<file path="config.mk">
export PLATFORM = sky130hd
export DESIGN_NAME = clut_banked
export DESIGN_NICKNAME = d
export VERILOG_FILES = /design/src/rtl/clut_pkg.sv /design/src/rtl/clut_ram.sv /design/src/rtl/clut_banked.sv
export SDC_FILE = /design/constraint.sdc
export NUM_CORES = 1
export LEC_CHECK = 0
export CORE_MARGIN = 2
export CORE_UTILIZATION = 25
export DETAILED_ROUTE_END_ITERATION = 8
export SYNTH_ARGS = -nofsm -noshare
export SYNTH_HDL_FRONTEND = slang
export SYNTH_SLANG_ARGS = --single-unit
</file>
<file path="constraint.sdc">
create_clock -name clk -period 4.3 [get_ports clk]
set_input_delay 1.29 -clock clk [delete_from_list [all_inputs] [get_ports clk]]
set_output_delay 1.29 -clock clk [all_outputs]
set_load 0.01 [all_outputs]
</file>
<file path="src/rtl/clut_pkg.sv">
// Shared types, default geometry and the grey-ramp entry generator for the banked CLUT.
package clut_pkg;

    localparam int unsigned DEF_COLOR_BITS = 4;
    localparam int unsigned DEF_LINE_SIZE  = 3;
    localparam int unsigned DEF_INDEX_BITS = 4;
    localparam int unsigned DEF_NUM_BANKS  = 4;
    localparam int unsigned DEF_BANK_BITS  = 2;

    localparam int unsigned NUM_OF_COLORS = 2 ** DEF_INDEX_BITS;
    localparam int unsigned ENTRY_W       = DEF_COLOR_BITS * DEF_LINE_SIZE;

    typedef enum logic [1:0] {
        ST_INIT = 2'd0,
        ST_IDLE = 2'd1,
        ST_ACK  = 2'd2
    } clut_state_e;

    // Every channel carries the index, zero-extended or truncated to the channel width.
    function automatic logic [63:0] grey_entry(input logic [31:0] index,
                                               input int unsigned color_bits,
                                               input int unsigned line_size);
        logic [63:0] e;
        e = '0;
        for (int unsigned c = 0; c < line_size; c++) begin
            for (int unsigned b = 0; b < color_bits; b++) begin
                if ((c * color_bits + b) < 64 && b < 32)
                    e[6'(c * color_bits + b)] = index[5'(b)];
            end
        end
        return e;
    endfunction

endpackage

</file>
<file path="src/rtl/clut_ram.sv">
// Simple dual-port palette storage: one write port, one registered read-first read port.
module clut_ram #(
    parameter int unsigned DATA_W = 12,
    parameter int unsigned ADDR_W = 6
) (
    input  logic              clk,
    input  logic              we,
    input  logic [ADDR_W-1:0] waddr,
    input  logic [DATA_W-1:0] wdata,
    input  logic [ADDR_W-1:0] raddr,
    output logic [DATA_W-1:0] rdata
);

    localparam int unsigned DEPTH = 1 << ADDR_W;

    logic [DATA_W-1:0] mem [DEPTH];

    // Write and read share the edge; the read sees the pre-write contents.
    always_ff @(posedge clk) begin
        if (we)
            mem[waddr] <= wdata;
        rdata <= mem[raddr];
    end

endmodule

</file>
<file path="src/rtl/clut_banked.sv">
// Multi-bank colour look-up table: grey-ramp init sequencer, req/ack write port,
// frame-synchronous bank switch and a two-stage pixel lookup pipeline.
module clut_banked #(
    parameter int unsigned COLOR_BITS = clut_pkg::DEF_COLOR_BITS,
    parameter int unsigned LINE_SIZE  = clut_pkg::DEF_LINE_SIZE,
    parameter int unsigned INDEX_BITS = clut_pkg::DEF_INDEX_BITS,
    parameter int unsigned NUM_BANKS  = clut_pkg::DEF_NUM_BANKS,
    parameter int unsigned BANK_BITS  = clut_pkg::DEF_BANK_BITS
) (
    input  logic                            clk,
    input  logic                            reset_n,
    input  logic                            pix_valid,
    input  logic [INDEX_BITS-1:0]           pix_index,
    output logic                            out_valid,
    output logic [COLOR_BITS*LINE_SIZE-1:0] out_rgb,
    input  logic                            frame_start,
    input  logic [BANK_BITS-1:0]            disp_bank_sel,
    output logic [BANK_BITS-1:0]            active_bank,
    input  logic                            wr_req,
    input  logic [BANK_BITS-1:0]            wr_bank,
    input  logic [INDEX_BITS-1:0]           wr_addr,
    input  logic [COLOR_BITS*LINE_SIZE-1:0] wr_data,
    output logic                            wr_ack,
    output logic                            init_busy
);

    import clut_pkg::*;

    localparam int unsigned N_COLORS = 1 << INDEX_BITS;
    localparam int unsigned DATA_W   = COLOR_BITS * LINE_SIZE;
    localparam int unsigned ADDR_W   = BANK_BITS + INDEX_BITS;
    localparam int unsigned DEPTH    = NUM_BANKS * N_COLORS;
    localparam logic [ADDR_W-1:0] LAST_ADDR = ADDR_W'(DEPTH - 1);

    clut_state_e        state_q, state_d;
    logic [ADDR_W-1:0]  init_cnt_q, init_cnt_d;
    logic               ram_we_c;
    logic [ADDR_W-1:0]  ram_waddr_c;
    logic [DATA_W-1:0]  ram_wdata_c;
    logic [ADDR_W-1:0]  ram_raddr_c;
    logic [DATA_W-1:0]  rd_data;
    logic               pix_v1_q;
    logic               pix_init1_q;

    assign ram_raddr_c = {active_bank, pix_index};

    clut_ram #(
        .DATA_W (DATA_W),
        .ADDR_W (ADDR_W)
    ) u_ram (
        .clk   (clk),
        .we    (ram_we_c),
        .waddr (ram_waddr_c),
        .wdata (ram_wdata_c),
        .raddr (ram_raddr_c),
        .rdata (rd_data)
    );

    // Next-state and write-port steering: ramp fill, then one CPU write per two cycles.
    always_comb begin
        state_d     = state_q;
        init_cnt_d  = init_cnt_q;
        ram_we_c    = 1'b0;
        ram_waddr_c = init_cnt_q;
        ram_wdata_c = DATA_W'(grey_entry(32'(init_cnt_q[INDEX_BITS-1:0]), COLOR_BITS, LINE_SIZE));
        case (state_q)
            ST_INIT: begin
                ram_we_c = 1'b1;
                if (init_cnt_q == LAST_ADDR)
                    state_d = ST_IDLE;
                else
                    init_cnt_d = init_cnt_q + ADDR_W'(1);
            end
            ST_IDLE: begin
                if (wr_req) begin
                    ram_we_c    = 1'b1;
                    ram_waddr_c = {wr_bank, wr_addr};
                    ram_wdata_c = wr_data;
                    state_d     = ST_ACK;
                end
            end
            ST_ACK: begin
                state_d = ST_IDLE;
            end
            default: begin
                state_d    = ST_INIT;
                init_cnt_d = '0;
            end
        endcase
    end

    // Control registers: FSM state, init counter, handshake/status outputs, displayed bank.
    always_ff @(posedge clk) begin
        if (!reset_n) begin
            state_q     <= ST_INIT;
            init_cnt_q  <= '0;
            wr_ack      <= 1'b0;
            init_busy   <= 1'b1;
            active_bank <= '0;
        end else begin
            state_q    <= state_d;
            init_cnt_q <= init_cnt_d;
            wr_ack     <= (state_d == ST_ACK);
            init_busy  <= (state_d == ST_INIT);
            if (frame_start)
                active_bank <= disp_bank_sel;
        end
    end

    // Pixel pipeline: valid and init flag track the RAM read, output holds when idle.
    always_ff @(posedge clk) begin
        if (!reset_n) begin
            pix_v1_q    <= 1'b0;
            pix_init1_q <= 1'b0;
            out_valid   <= 1'b0;
            out_rgb     <= '0;
        end else begin
            pix_v1_q    <= pix_valid;
            pix_init1_q <= (state_q == ST_INIT);
            out_valid   <= pix_v1_q;
            if (pix_v1_q)
                out_rgb <= pix_init1_q ? '0 : rd_data;
        end
    end

endmodule

</file>
==> flow_summary_export.csv, run 1 <==
group,metric,value,unit
synth,synth_edf_count,768,
clock_network,cts_tree,"yes",
finish,drive_above_1_share,27.0,%
setup_path,crit_fanout,15,
global_routing,grt.overflow.total,0,
floorplanning,die_w,358,µm
detailed_routing,via_per_inst,4.68,
sta,period_share,82.1,%
sta,fin_skew,0.0302,ns
floorplanning,initial_core_util,25.2,%
clock_network,clk_pin_slew_worst_paths,0.06,ns
setup_path,cp_top_family,"simple AND/OR/NAND/NOR gates",
setup_path,crit_path_cell_trace,"clkdlybuf4s50_1 -> nand2_1 -> o21ai_0 -> buf_4 -> nand2_1 -> nor2_1",
finish,diodes,0,
placement,port_buffers,45,
synth,ys_warn_count,0,
global_routing,grt_max_degree,65,
sta,hold_slack,0.495,ns
sta,finalSetupViolations,0,
floorplanning,rows,129,
setup_path,critPathBufInv,2,
hold_path,hp-class,"flop to flop",
synth,yosysSeqAreaShare,76.3,%
clock_network,clk_latency,0.63,ns
sta,tightest_slew,1.21,ns
detailed_routing,drcViolationCount,0,
sta,fin_crit,3.53,ns
detailed_routing,drt_iter0_drc,1806,
sta,maxSlewViolCount,0,
finish,area_growth,18.8,%
detailed_routing,wire_per_inst,23.2,µm
synth,synthFlopType,"edfxtp_1",
run,drv_cap,0,
clock_network,clk_path_buf_depth,3,
setup_path,cp.required,4.53,ns
synth,post_synth_inst_count,1529,
detailed_routing,via_count,16000,
synth,yosys-top-cells-area,"edfxtp_1 74%, mux4_2 13%, dfxtp_1 2.5%",
clock_network,cts_resized,0,
floorplanning,die_h,358,µm
setup_path,arrival,3.76,ns
synth,synth_top_cell_by_area,"edfxtp_1",
synth,synth_cell_types,52,
sta,tns,0,ns
synth,synth_area_per_cell,20.4,µm²
global_routing,grt_pass1_vias,16300,
power,p_per_area,445,nW/µm²
sta,hold_viol_final,0,
setup_path,cpMostUsedCell,"nand2_1",
clock_network,numCtsBuffers,81,
synth,async_flop_share,0,%
global_routing,grt_pass1_wl,116,mm
synth,ys_ff_latch,807,
sta,grt_setup_unrepaired,"no",
clock_network,cts_max_level,3,
clock_network,cts_root_buffer,"clkbuf_16",
clock_network,holdBufCountCts,0,
setup_path,cp_slowest_stage_delay,0.93,ns
placement,hpwl,51.6,mm
global_routing,antenna_found_initial,2,
detailed_routing,final_antenna_net_count,0,
synth,syn-num-nets,1563,
power,leakage,11.6,nW
power,peakVddDrop,292,µV
outcome,status,"complete, no violations",
setup_path,end_kind,"flop",
power,total_power,16.5,mW
setup_path,critPathSlowestCell,"nor2_1",
synth,netlist_area,31200,µm²
clock_network,cts.sinks,807,
sta,slew_headroom,18.9,%
floorplanning,core_area,124000,µm²
clock_network,postCtsSetupRepairBufs,0,
floorplanning,fp.dieArea,128000,µm²
finish,final_nets,1761,
synth,synth_top_area_share,73.8,%
detailed_routing,drt_first_pass_iters,5,
setup_path,worst-setup-path-type,"primary input to flop",
global_routing,grt_usage,12.4,%
setup_path,start_kind,"primary input",
sta,fmax,0.283,GHz
floorplanning,io-pin-count,46,
placement,gp_congestion,0.892,
detailed_routing,wirelength,79.5,mm
-- cell usage in the layout, fill, tap and decap left out, types with 30 or more instances in the layout --
| master | netlist | routed |
|---|---|---|
| buf_4 | 10 | 121 |
| clkbuf_16 | 0 | 82 |
| clkdlybuf4s50_1 | 0 | 41 |
| dfxtp_1 | 39 | 39 |
| edfxtp_1 | 768 | 768 |
| mux4_2 | 183 | 183 |
| nand2_1 | 71 | 59 |
| nor2_1 | 106 | 106 |
| nor2b_1 | 30 | 30 |
| o22ai_1 | 30 | 30 |
-- through the flow --
stage | util, % | area, µm² | setup slack (ns) | cells
6_report | 30.0 | 37100 | 0.769 | 3426
4_1_cts | 30.0 | 37100 | 0.904 | 3426
2_1_floorplan | - | 31200 | 0.907 | 1529
3_5_place_dp | 28.0 | 34600 | 0.261 | 3281
5_1_grt | 30.0 | 37100 | 0.703 | 3426
3_3_place_gp | 28.0 | 34600 | 0.292 | 3281
-- Yosys cell counts, types with 13 or more instances --
library cell / count
a21oi_1: 14
nor2_1: 106
mux2_2: 24
dfxtp_1: 39
mux2i_1: 15
buf_2: 14
nand3_1: 16
nand2_1: 71
edfxtp_1: 768
o22ai_1: 30
nor2b_1: 30
buf_6: 13
clkbuf_1: 27
o21ai_0: 23
mux4_2: 183
-- layer usage --
metal  track usage, %  vias to the layer above  routed length (µm)
li1                 -                     6688                   -
met1             17.0                     8530               34000
met2             19.8                      674               37400
met3             2.66                      128                5940
met4             3.69                        0                2200
met5                0                        -                   0
-- worst paths after layout --
check / from / end / slack (ns) / cells after the start
worst max register to register: state_q[1] / u_ram.mem[22][11] / 1.32 / 8
worst max-delay path: wr_req / u_ram.mem[22][11] / 0.77 / 6
worst min register to register: u_ram.rdata[8] / out_rgb[8] / 0.49 / 2
worst min-delay path: u_ram.rdata[8] / out_rgb[8] / 0.49 / 2
-- layout make-up --
cell class	instances	area, µm²
Tap cell	1637	2050
Inverter	4	15.0
Multi-Input combinational cell	648	6970
Clock inverter	37	328
Sequential cell	807	23800
Clock buffer	108	2180
Fill cell	11800	86700
Timing Repair Buffer	185	1750
-- worst register-to-register path: cells and delay by family (launching register included) --
kind	cells	cell delay, ns
flip-flops	1	0.37
AND/OR/NAND/NOR	4	1.53
adder cells (fa/ha/maj)	1	0.27
AO/OA/AOI/OAI	1	0.14
buffers and inverters	2	0.28
-- logic make-up after synthesis --
group,after synthesis,synth area share [%]
multiplexers,224,14.7
adder cells (fa/ha/maj),5,0.200
XOR/XNOR,4,0.112
flip-flops,807,76.3
buffers and inverters,74,1.48
AND/OR/NAND/NOR,274,4.07
AO/OA/AOI/OAI,141,3.12
-- state kept, by name, indices dropped and copies added (netlist names) --
register     cells
u_ram.rdata     12
pix_v1_q         1
wr_ack           1
pix_init1_q      1
init_cnt_q       6
state_q          2
out_valid        1
init_busy        1
out_rgb         12
u_ram.mem      768
active_bank      2
-- power breakdown --
part	total [mW]	switching [mW]	internal, mW	leakage, nW
sequential	8.75	0.0303	8.72	7.26
combinational	1.01	0.636	0.373	3.12
clock	6.75	2.88	3.87	1.22
total	16.5	3.55	13.0	11.6
(Power assumes the default switching activity.)
==> inputs of run 2 (changes only) <==
==> constraint.sdc (replaced) <==
create_clock -name clk -period 3 [get_ports clk]
set_input_delay 0.9 -clock clk [delete_from_list [all_inputs] [get_ports clk]]
set_output_delay 0.9 -clock clk [all_outputs]
set_load 0.01 [all_outputs]
==> run 2 against run 1 <==
Via count rose by 1.8%. Register-to-register slack got worse by 0.80 ns. Clock-buffer cell count down 9. Final cell count increased by 2.7%. Worst hold slack worse by 0.0079 ns. Clock skew shrank 0.0097 ns.
==> flow_summary_export.csv, run 2 (synthesis results as in run 1) <==
group,metric,value,unit
setup_path,crit_path_cell_trace,"buf_4 -> clkdlybuf4s50_1",
detailed_routing,via_count,16300,
floorplanning,rows,129,
floorplanning,initial_core_util,25.2,%
setup_path,crit_fanout,12,
run,drv_cap,0,
detailed_routing,drt_first_pass_iters,5,
setup_path,cp_slowest_stage_delay,0.58,ns
floorplanning,die_h,358,µm
setup_path,r2r_cells,9,
clock_network,clk_path_buf_depth,3,
global_routing,grt_pass1_vias,16400,
sta,maxSlewViolCount,0,
finish,reg.largest.list,"u_ram.mem: 768 flops, out_rgb: 12 flops, u_ram.rdata: 12 flops",
detailed_routing,wirelength,80.0,mm
detailed_routing,final_antenna_net_count,0,
finish,utilization,30.8,%
sta,fin_skew,0.0204,ns
clock_network,cts_root_buffer,"clkbuf_16",
outcome,status,"complete, no violations",
hold_path,hp-class,"flop to flop",
clock_network,holdBufCountCts,0,
clock_network,postCtsSetupRepairBufs,0,
hold_path,min_path_cells,2,
setup_path,r2r_setup_slack,0.52,ns
sta,period_share,89.0,%
sta,slew_headroom,39.5,%
finish,final_cells,3518,
finish,largest_reg_flops,768,
sta,grt_setup_unrepaired,"no",
setup_path,cp_top_family,"buffers and inverters",
global_routing,grt.overflow.total,0,
setup_path,arrival,1.77,ns
finish,drive_above_1_share,30.8,%
power,total_power,24.1,mW
placement,port_buffers,45,
placement,dp_cells,3372,
hold_path,holdPathEnd,"out_rgb[3]",
detailed_routing,via_per_inst,4.64,
power,p_per_area,632,nW/µm²
placement,gp_congestion,0.848,
clock_network,numCtsBuffers,80,
global_routing,grt_usage,12.3,%
finish,final_nets,1851,
finish,final_common_cell,"edfxtp_1",
floorplanning,core_area,124000,µm²
setup_path,end_kind,"output pin",
hold_path,min_from,"u_ram.rdata[3]",
placement,hpwl,52.2,mm
setup_path,critPathBufInv,2,
clock_network,cts_max_level,3,
clock_network,cts_tree,"yes",
detailed_routing,drcViolationCount,0,
finish,area_growth,21.9,%
global_routing,grt_max_degree,65,
global_routing,antenna_found_initial,4,
clock_network,clk_latency,0.62,ns
sta,finalSetupViolations,0,
sta,hold_viol_final,0,
sta,fin_crit,2.67,ns
setup_path,crit-reg2reg-capture,"u_ram.mem[29][4]",
power,leakage,12.2,nW
setup_path,critPathSlowestCell,"clkdlybuf4s50_1",
clock_network,clk_pin_slew_worst_paths,0.06,ns
power,peakVddDrop,471,µV
floorplanning,io-pin-count,46,
finish,mostFrequentLayoutCells,"768 x edfxtp_1, 197 x buf_4, 183 x mux4_2, 106 x nor2_1, 83 x clkbuf_16",
clock_network,cts.sinks,807,
sta,fmax,0.374,GHz
setup_path,worst-setup-path-type,"flop to output pin",
floorplanning,fp.dieArea,128000,µm²
global_routing,grt_pass1_wl,115,mm
floorplanning,die_w,358,µm
sta,tightest_slew,0.899,ns
setup_path,cp.required,2.10,ns
detailed_routing,wire_per_inst,22.7,µm
detailed_routing,drt_iter0_drc,1946,
setup_path,timing.rr.start,"state_q[1]",
finish,nFillCells,11800,
setup_path,start_kind,"flop",
finish,top_register,"u_ram.mem",
clock_network,cts_resized,0,
-- run 2: changes by cell type in the layout (fill, tap and decap cells not counted) --
| cell | change |
|---|---|
| buf_12 | +14 |
| diode_2 | +2 |
| clkbuf_1 | -10 |
| clkinv_4 | +1 |
| clkinv_1 | +4 |
| inv_6 | -2 |
| buf_4 | +76 |
| buf_2 | +1 |
| clkinv_8 | +1 |
| clkbuf_16 | +1 |
| clkinvlp_4 | +1 |
| bufinv_16 | +3 |
-- run 2: worst max path at each step --
stage,start,to,slack [ns],depth (start not counted)
final,active_bank[0],active_bank[0],0.33,2
after global routing,active_bank[0],active_bank[0],0.27,2
after CTS,active_bank[0],active_bank[0],0.30,2
after detailed placement,pix_index[0],u_ram.rdata[4],-0.18,7
after global placement,pix_index[0],u_ram.rdata[4],-0.22,7
after floorplan,wr_req,u_ram.mem[50][0],0.15,7
-- run 2: final cells by class --
| class | instances | area [µm²] | area share [%] |
|---|---|---|---|
| multi-input cells | 648 | 6970 | 18.3 |
| inverters | 4 | 15.0 | 0.0394 |
| flip-flops and latches | 807 | 23800 | 62.6 |
| repair buffers | 276 | 2610 | 6.84 |
| well taps | 1637 | 2050 | 5.38 |
| diodes | 2 | 5.00 | 0.0131 |
| clock inverters | 45 | 448 | 1.18 |
| clock buffers | 99 | 2170 | 5.69 |
-- run 2: worst register-to-register path, stage by stage (launching register included) --
cell and delay [ns]:
dfxtp_1 0.37, inv_1 0.08, ha_1 0.22, and2_1 0.29
or3_1 0.37, o21ai_0 0.12, nand2_1 0.09, buf_4 0.21
nor2_1 0.21, buf_4 0.23
-- run 2: per-layer routing --
metal | share of wire [%] | up-vias | track usage [%]
met1 | 41 | 8629 | 16.4
met2 | 49 | 719 | 20.5
met3 | 8.6 | 92 | 3.07
met4 | 1.6 | 0 | 2.49
li1 | - | 6875 | -
met5 | 0 | - | 0
-- run 2: stage by stage --
step | worst slack (ns) | hold slack [ns] | instance area [µm²] | TNS, ns
after global routing | 0.271 | 0.497 | 38100 | 0
final | 0.329 | 0.487 | 38100 | 0
after floorplan | 0.147 | 0.454 | 31300 | 0
after CTS | 0.297 | 0.490 | 38100 | 0
after global placement | -0.220 | 0.465 | 35500 | -31.01
after detailed placement | -0.185 | 0.475 | 35500 | -53.46
-- run 2: power by group --
group / switching, mW / leakage [nW] / total [mW] / internal (mW)
registers: 0.0543 / 7.26 / 12.6 / 12.5
logic: 0.904 / 3.62 / 1.51 / 0.604
clock network: 4.20 / 1.28 / 10.0 / 5.82
total: 5.15 / 12.2 / 24.1 / 18.9
